$ cat src/rtl/motion_sensing_if.sv
// Lamp-control bus: raw sensor/switch inputs towards the controller and the
// registered lamp enable back out.
interface motion_sensing_if;
    logic motion_sensor;
    logic manual_override;
    logic lights_on;

    modport master (
        output motion_sensor,
        output manual_override,
        input  lights_on
    );

    modport slave (
        input  motion_sensor,
        input  manual_override,
        output lights_on
    );
endinterface

$ cat src/rtl/motion_sensing.sv
// Motion-activated lighting controller.
// Both raw inputs are asynchronous and are brought into clk through 2-flop
// synchronizers. The FSM keeps the lights on while motion is present and for
// HOLD_CYCLES clocks after it goes away. The manual override is ORed in at
// the output flop so the FSM keeps tracking motion underneath it.
//
// state  | meaning
// -------+----------------------------------------------------------
// IDLE   | lights off (unless overridden), no motion seen
// ACTIVE | synchronized motion present
// HOLD   | motion gone, counter running down before returning to IDLE
module motion_sensing #(
    parameter int HOLD_CYCLES = 4,
    parameter int CNT_W       = 16
) (
    input  logic              clk,
    input  logic              reset,
    motion_sensing_if.slave   bus
);

    typedef enum logic [1:0] {
        IDLE   = 2'd0,
        ACTIVE = 2'd1,
        HOLD   = 2'd2
    } state_t;

    // Loading HOLD_CYCLES-1 makes the terminal-count edge itself one of the
    // hold cycles, so the lights stay on for exactly HOLD_CYCLES edges.
    localparam logic [CNT_W-1:0] HOLD_LOAD = CNT_W'(HOLD_CYCLES - 1);

    logic             m_s1;
    logic             m_s2;
    logic             o_s1;
    logic             o_s2;
    state_t           state;
    state_t           next_state;
    logic [CNT_W-1:0] count;
    logic             lights_q;

    assign bus.lights_on = lights_q;

    // Two-stage synchronizers for the asynchronous sensor and switch.
    always_ff @(posedge clk) begin
        if (reset) begin
            m_s1 <= 1'b0;
            m_s2 <= 1'b0;
            o_s1 <= 1'b0;
            o_s2 <= 1'b0;
        end else begin
            m_s1 <= bus.motion_sensor;
            m_s2 <= m_s1;
            o_s1 <= bus.manual_override;
            o_s2 <= o_s1;
        end
    end

    // Next-state decision; the output flop needs it to stay in step with state.
    always_comb begin
        next_state = state;
        case (state)
            IDLE: begin
                if (m_s2) next_state = ACTIVE;
            end
            ACTIVE: begin
                if (!m_s2) next_state = HOLD;
            end
            HOLD: begin
                if (m_s2)             next_state = ACTIVE;
                else if (count == '0) next_state = IDLE;
            end
            default: next_state = IDLE;
        endcase
    end

    // State, hold counter and registered lamp enable.
    always_ff @(posedge clk) begin
        if (reset) begin
            state    <= IDLE;
            count    <= '0;
            lights_q <= 1'b0;
        end else begin
            state    <= next_state;
            lights_q <= (next_state != IDLE) | o_s2;
            case (state)
                ACTIVE: begin
                    if (!m_s2) count <= HOLD_LOAD;
                end
                HOLD: begin
                    // Retrigger leaves the count alone; it is reloaded on the
                    // next ACTIVE->HOLD transition anyway.
                    if (!m_s2 && count != '0) count <= count - 1'b1;
                end
                default: ;
            endcase
        end
    end

endmodule

$ cat src/flat_wrapper.sv
// flat-port wrapper written by rule: the top's interface ports become plain ports
module motion_sensing_flat 
#(
    parameter int HOLD_CYCLES = 4,
    parameter int CNT_W       = 16
)
  (clk, reset, bus_motion_sensor, bus_manual_override, bus_lights_on);
  motion_sensing_if bus_i ();
  input  logic clk;
  input  logic reset;
  input wire logic [$bits(bus_i.motion_sensor)-1:0] bus_motion_sensor;
  input wire logic [$bits(bus_i.manual_override)-1:0] bus_manual_override;
  output wire logic [$bits(bus_i.lights_on)-1:0] bus_lights_on;
  assign bus_i.motion_sensor = bus_motion_sensor;
  assign bus_i.manual_override = bus_manual_override;
  assign bus_lights_on = bus_i.lights_on;
  motion_sensing #(.HOLD_CYCLES(HOLD_CYCLES), .CNT_W(CNT_W)) u_core (.clk(clk), .reset(reset), .bus(bus_i));
endmodule
$ cat config.mk
export PLATFORM = sky130hd
export DESIGN_NAME = motion_sensing_flat
export DESIGN_NICKNAME = d
export VERILOG_FILES = /design/src/rtl/motion_sensing_if.sv /design/src/rtl/motion_sensing.sv /design/src/flat_wrapper.sv
export SDC_FILE = /design/constraint.sdc
export NUM_CORES = 1
export LEC_CHECK = 0
export ABC_CLOCK_PERIOD_IN_PS = 4700
export BUFFER_PORTS_ARGS = -buffer_cell sky130_fd_sc_hd__buf_4
export CAP_MARGIN = 20
export CORE_MARGIN = 4
export CORE_UTILIZATION = 64
export DETAILED_ROUTE_END_ITERATION = 10
export PLACE_DENSITY = 0.91
export SLEW_MARGIN = 15
export SYNTH_ARGS = -nofsm -noshare
export SYNTH_HDL_FRONTEND = slang
export SYNTH_SLANG_ARGS = --single-unit
$ cat constraint.sdc
create_clock -name clk -period 4.7 [get_ports clk]
set_input_delay 1.175 -clock clk [delete_from_list [all_inputs] [get_ports clk]]
set_output_delay 1.175 -clock clk [all_outputs]
set_load 0.03 [all_outputs]
== Yosys cells after proc, flatten, opt, wreduce, memory -nomap -nowiden ==
Cells that the tools add are included.
Widths: inputs -> output; s select.

* Reductions and logical operators: 8
* Multiplexer cells: 8
* Bitwise gates (word level): 1
* Equality and inequality tests: 4
* Add/sub/neg operators: 1

{| class="wikitable"
|+ Operators by type and width
! kind !! number
|-
| $mux 16 || 2
|-
| $pmux 16 s2 || 1
|-
| $logic_not 16->1 || 1
|-
| $reduce_bool 16->1 || 1
|-
| $sub 16x1->16 const B || 1
|-
| $mux 2 || 4
|-
| $pmux 2 s3 || 1
|-
| $reduce_bool 2->1 || 2
|-
| $reduce_and 3->1 || 1
|-
| $eq 2x1->1 const B || 1
|-
| $eq 2x2->1 const B || 1
|-
| $logic_not 2->1 || 1
|-
| $ne 2x1->1 const B || 1
|-
| $ne 2x2->1 const B || 1
|-
| $logic_and 1x1->1 || 1
|-
| $logic_not 1->1 || 1
|-
| $or 1x1->1 || 1
|}

* Output and inout port bits: 1
* Bits of input ports: 4
* Bits in registers: 23
* Word-level logic and storage cells: 29

== Depth between registers and ports, before layout ==
* Depth after elaboration: 6
* Mapped depth: 7
* Depth with buffers taken out: 6

== Least setup slack after synthesis ==
OpenSTA, ideal clock, no wires.

* Path kind: input to register
* Start point: input reset
* End point: register u_core.count[6]
* Library setup time: 0.087 ns
* Stages on the path: 5
* Buffers on the path: 2
* Setup slack: 2.430 ns
* Arrival time: 2.183 ns
* Required time: 4.613 ns
* Path through: clkbuf_1 -> a21oi_1 -> clkbuf_1 -> o211ai_1 -> o31ai_1

{| class="wikitable"
|+ RTL lines
! element !! RTL line !! RTL
|-
| from (decl) || flat_wrapper.sv:10 || <nowiki>input logic reset;</nowiki>
|-
| to (signal assigned) || motion_sensing.sv:91 || <nowiki>if (!m_s2 && count != '0) count <= count - 1'b1;</nowiki>
|-
| to (decl) || motion_sensing.sv:37 || <nowiki>logic [CNT_W-1:0] count;</nowiki>
|}

== Worst setup path in the final report ==
* Start point: register u_core.count[0]
* End point: register u_core.count[14]

* Cells in the longest elaborated chain, start to end: 4
* Elaborated cells between the ends (all ways): 7
* Classes of those cells: add/sub (1); eq/ne (1); mux (2); reduce/logical (3)

{| class="wikitable"
|+ RTL lines
! element
|-
| parallel branches: the longest is 4 deep, another holds $sub 16x1->16
|}

Several ways; the timed one is not identified. The select of a mux whose other input is x is not followed.
A chain may end at the register's enable or synchronous reset.

==> impl_results.html <==
<table>
<tr><th>Metric</th><th>Value</th></tr>
<tr><th colspan="2">Clocking</th></tr>
<tr><td>Clock Latency Late Sink</td><td>0.32 ns</td></tr>
<tr><td>Max Buffers Root-to-Sink</td><td>2</td></tr>
<tr><td>Total CTS buffers</td><td>3</td></tr>
<tr><td>Clock root buffer</td><td>sky130_fd_sc_hd__clkbuf_4</td></tr>
<tr><td>Count of buffers added by post-CTS timing repair for setup</td><td>0</td></tr>
<tr><td>H-tree depth reported by CTS</td><td>1</td></tr>
<tr><td>TritonCTS clock tree</td><td>yes</td></tr>
<tr><td>CTS Hold Buffers Added</td><td>0</td></tr>
<tr><td>Resize count post-CTS</td><td>0</td></tr>
<tr><td>Number of clock sinks</td><td>23</td></tr>
<tr><td>Clock-pin transition on the worst setup and hold timing paths</td><td>0.12 ns</td></tr>
<tr><th colspan="2">Drt</th></tr>
<tr><td>First drt pass iteration count</td><td>6</td></tr>
<tr><td>Vias/cell</td><td>6.62</td></tr>
<tr><td>Post-DRT Antenna Nets</td><td>0</td></tr>
<tr><td>Wire per inst</td><td>16.3 um</td></tr>
<tr><td>DRC Markers</td><td>0</td></tr>
<tr><td>Initial DRC Count</td><td>46</td></tr>
<tr><td>Routed wire length</td><td>2.83 mm</td></tr>
<tr><td>Via count</td><td>1152</td></tr>
<tr><th colspan="2">Finish</th></tr>
<tr><td>Commonest non-fill, non-tap cell in the layout</td><td>sky130_fd_sc_hd__dfxtp_1</td></tr>
<tr><td>Area occupied by registers</td><td>460 um^2</td></tr>
<tr><td>Ratio of cells with drive above 1 in the final layout</td><td>0.0940</td></tr>
<tr><td>Antenna Cells</td><td>0</td></tr>
<tr><td>Synthesis-to-layout area growth</td><td>6.18%</td></tr>
<tr><td>Number of nets at the end of the flow</td><td>159</td></tr>
<tr><td>Multi-input combinational cell area</td><td>739 um^2</td></tr>
<tr><td>Top library cells by usage in the layout, fill and taps aside</td><td>23 x sky130_fd_sc_hd__dfxtp_1, 12 x sky130_fd_sc_hd__nand2_1, 11 x sky130_fd_sc_hd__a21oi_1</td></tr>
<tr><td>FILL cells</td><td>148</td></tr>
<tr><th colspan="2">Synthesis</th></tr>
<tr><td>FF+latch count, synth</td><td>23</td></tr>
<tr><td>Xor-xnor portion of the synthesized cell area</td><td>0</td></tr>
<tr><td>Count of yosys warnings during synthesis</td><td>0</td></tr>
<tr><td>Sequential cell area fraction in the yosys report</td><td>0.373</td></tr>
<tr><td>Cell type contributing the most total cell area after synthesis</td><td>sky130_fd_sc_hd__dfxtp_1</td></tr>
<tr><td>Ranking of synthesized cells by area</td><td>sky130_fd_sc_hd__dfxtp_1 37%, sky130_fd_sc_hd__ha_1 5.1%, sky130_fd_sc_hd__a21oi_1 4.9%</td></tr>
<tr><td>Mapped Nets</td><td>154</td></tr>
<tr><td>Number of enable-type register cells in the synthesized netlist</td><td>0</td></tr>
<tr><td>Cells after Synth</td><td>145</td></tr>
<tr><td>Post-Synth Adder-Cell Area</td><td>0.0507</td></tr>
<tr><td>Share of synthesized cell area in and, or, nand and nor gates</td><td>0.272</td></tr>
<tr><td>Number of different library cells in the post-synthesis netlist</td><td>38</td></tr>
<tr><td>Primary FF master, synth</td><td>sky130_fd_sc_hd__dfxtp_1</td></tr>
<tr><td>Mean instance size in the synthesized netlist</td><td>8.52 um^2</td></tr>
<tr><td>Complex-gate fraction of the synthesized area</td><td>0.225</td></tr>
<tr><td>Post-Synthesis Cell Area</td><td>1230 um^2</td></tr>
<tr><td>Yosys top cell area share</td><td>0.373</td></tr>
<tr><td>Largest family of logic cells by synthesized area</td><td>simple AND/OR/NAND/NOR gates</td></tr>
<tr><td>Post-synthesis mux area share</td><td>0.0486</td></tr>
<tr><td>Asr flop ratio synth</td><td>0</td></tr>
<tr><th colspan="2">Pwr</th></tr>
<tr><td>Static leakage power</td><td>0.499 nW</td></tr>
<tr><td>Worst vdd rail ir drop</td><td>0.306 mV</td></tr>
<tr><td>Power density of the placed cells</td><td>476 nW/um^2</td></tr>
<tr><th colspan="2">Worst setup path</th></tr>
<tr><td>Sort of element at the start of the critical path</td><td>flop</td></tr>
<tr><td>Endpoint required time on the critical path</td><td>4.96 ns</td></tr>
<tr><td>Crit path largest cell delay</td><td>0.62 ns</td></tr>
<tr><td>Startpoint-to-endpoint class of the critical path</td><td>flop to flop</td></tr>
<tr><td>Data arrival time of the critical path</td><td>2.51 ns</td></tr>
<tr><td>Cell-by-cell trace of the critical path</td><td>inv_1, ha_1, nor3b_1, nand3_1, or4_1, a21oi_1</td></tr>
<tr><td>Worst-path fanout max</td><td>14</td></tr>
<tr><td>Critical-path top delay cell</td><td>sky130_fd_sc_hd__or4_1</td></tr>
<tr><td>Worst Setup End Kind</td><td>flop</td></tr>
<tr><th colspan="2">Global route</th></tr>
<tr><td>Combined global-route utilization of all metal layers</td><td>0.233</td></tr>
<tr><td>Global-route wire length before repair</td><td>4.68 mm</td></tr>
<tr><td>Number of antenna violations at the first check in global routing</td><td>0</td></tr>
<tr><td>Grt total ovfl</td><td>0</td></tr>
<tr><td>Pin count of the biggest net entering global routing</td><td>17</td></tr>
<tr><td>Vias in the first global route</td><td>1049</td></tr>
<tr><th colspan="2">STA</th></tr>
<tr><td>Final setup TNS</td><td>0 ns</td></tr>
<tr><td>Setup slack after layout</td><td>2.45 ns</td></tr>
<tr><td>Number of failing hold endpoints at the final stage</td><td>0</td></tr>
<tr><td>Setup Skew</td><td>0.00167 ns</td></tr>
<tr><td>Measured slew at the worst slew-check pin</td><td>0.641 ns</td></tr>
<tr><td>Slew HR</td><td>0.567</td></tr>
<tr><td>Share of the cycle needed by the critical path after routing</td><td>0.479</td></tr>
<tr><td>Fmax achieved</td><td>444 MHz</td></tr>
<tr><td>Unrepaired setup endpoints after global routing</td><td>false</td></tr>
<tr><td>Number of setup violations in the final report</td><td>0</td></tr>
<tr><td>Number of pins exceeding their max-slew limit in the final report</td><td>0</td></tr>
<tr><td>Clock period minus final worst setup slack</td><td>2.25 ns</td></tr>
<tr><th colspan="2">Placed design</th></tr>
<tr><td>HPWL after detailed placement</td><td>2.07 mm</td></tr>
<tr><td>Post-Place Setup Slack</td><td>2.09 ns</td></tr>
<tr><td>Routability Congestion</td><td>0.876</td></tr>
<tr><td>Port Buf Inserts</td><td>4</td></tr>
<tr><th colspan="2">Outcome</th></tr>
<tr><td>Status</td><td>completed</td></tr>
<tr><th colspan="2">Die</th></tr>
<tr><td>Effective utilization at floorplan</td><td>0.693</td></tr>
<tr><td>Placeable core area</td><td>1780 um^2</td></tr>
<tr><td>Num rows</td><td>15</td></tr>
<tr><td>Y dimension of the die</td><td>51.9 um</td></tr>
<tr><td>Die outline width</td><td>51.9 um</td></tr>
<tr><td>Area of the die</td><td>2700 um^2</td></tr>
<tr><td>IO Pins</td><td>5</td></tr>
<tr><th colspan="2">Run</th></tr>
<tr><td>Max-capacitance violation count</td><td>0</td></tr>
<tr><th colspan="2">Hold path</th></tr>
<tr><td>Hold WC Path Type</td><td>flop to flop</td></tr>
</table>
## cells by family (layout without fill, tap and decap cells)
| kind of cell | after synthesis | in the layout |
|---|---|---|
| adder cells (fa/ha/maj) | 5 | 5 |
| flip-flops | 23 | 23 |
| multiplexers | 6 | 6 |
| AND/OR/NAND/NOR | 59 | 59 |
| AO/OA/AOI/OAI | 42 | 42 |
| buffers and inverters | 10 | 14 |
## power by group
group          total [W]  internal (W)  switching (W)
registers       0.000249      0.000222      0.0000267
logic           0.000285     0.0000933       0.000192
clock network  0.0000911     0.0000319      0.0000592
total           0.000625      0.000347       0.000278
## worst max-delay path: cells and delay by family, from the launching register on
| family | cells | cell delay [ns] |
|---|---|---|
| adders and majority gates | 1 | 0.17 |
| and+or+nand+nor | 3 | 1.41 |
| AOI/OAI and AO/OA | 1 | 0.15 |
| buffers and inverters | 1 | 0.07 |
| DFF | 1 | 0.38 |
## sequential cells by signal, summed over array words and instances, names as in the netlist
name                  cells
u_core.bus.lights_on      1
u_core.o_s2               1
u_core.state              2
u_core.m_s1               1
u_core.count             16
u_core.o_s1               1
u_core.m_s2               1
## per-stage QoR
step | power [W] | instances | cell area (um^2) | hold WS (ns) | utilization
after floorplan | 0.000463 | 145 | 1230 | 0.414 | -
after CTS | 0.000619 | 174 | 1310 | 0.465 | 0.733
after global routing | 0.000666 | 174 | 1310 | 0.491 | 0.735
after detailed placement | 0.000525 | 170 | 1280 | 0.428 | 0.718
final | 0.000625 | 174 | 1310 | 0.455 | 0.735
after global placement | 0.000507 | 170 | 1280 | 0.417 | 0.718
## synth_stat cells, types with 2 or more instances
cell type and count:
sky130_fd_sc_hd__nand2_1 12, sky130_fd_sc_hd__inv_1 6, sky130_fd_sc_hd__nor2_1 7, sky130_fd_sc_hd__dfxtp_1 23, sky130_fd_sc_hd__a21oi_1 12, sky130_fd_sc_hd__o21ai_0 6, sky130_fd_sc_hd__or2_2 3, sky130_fd_sc_hd__nor2b_1 6
sky130_fd_sc_hd__ha_1 5, sky130_fd_sc_hd__o31ai_1 5, sky130_fd_sc_hd__clkbuf_1 3, sky130_fd_sc_hd__nand3_1 2, sky130_fd_sc_hd__mux2i_1 6, sky130_fd_sc_hd__a21o_1 2, sky130_fd_sc_hd__or4_1 7, sky130_fd_sc_hd__a211oi_1 2
sky130_fd_sc_hd__nor4_1 5, sky130_fd_sc_hd__o21ai_1 2, sky130_fd_sc_hd__nand2b_1 9, sky130_fd_sc_hd__o211ai_1 4
## final cells by class
type	count	area share
inverters	6	0.0172
well taps	25	0.0239
multi-input cells	112	0.564
clock buffers	3	0.0172
repair buffers	4	0.0229
flip-flops and latches	23	0.351
clock inverters	1	0.00382
## routing by layer
metal / vias up / wire length (um) / GRT usage
met5: - / 0 / 0
met4: 0 / 55 / 0.127
met3: 8 / 186 / 0.0573
met2: 46 / 1440 / 0.395
met1: 551 / 1150 / 0.265
li1: 547 / - / -
## path summary, 6_finish.rpt
path | startpoint | end | slack, ns | cells past startpoint
worst max-delay path | u_core.count[0] | u_core.count[14] | 2.45 | 6
worst min-delay path | u_core.m_s1 | u_core.m_s2 | 0.45 | 1
worst max register to register | u_core.count[0] | u_core.count[14] | 2.45 | 6
worst min register to register | u_core.m_s1 | u_core.m_s2 | 0.45 | 1
No activity file was read; power rests on OpenSTA's default activity.
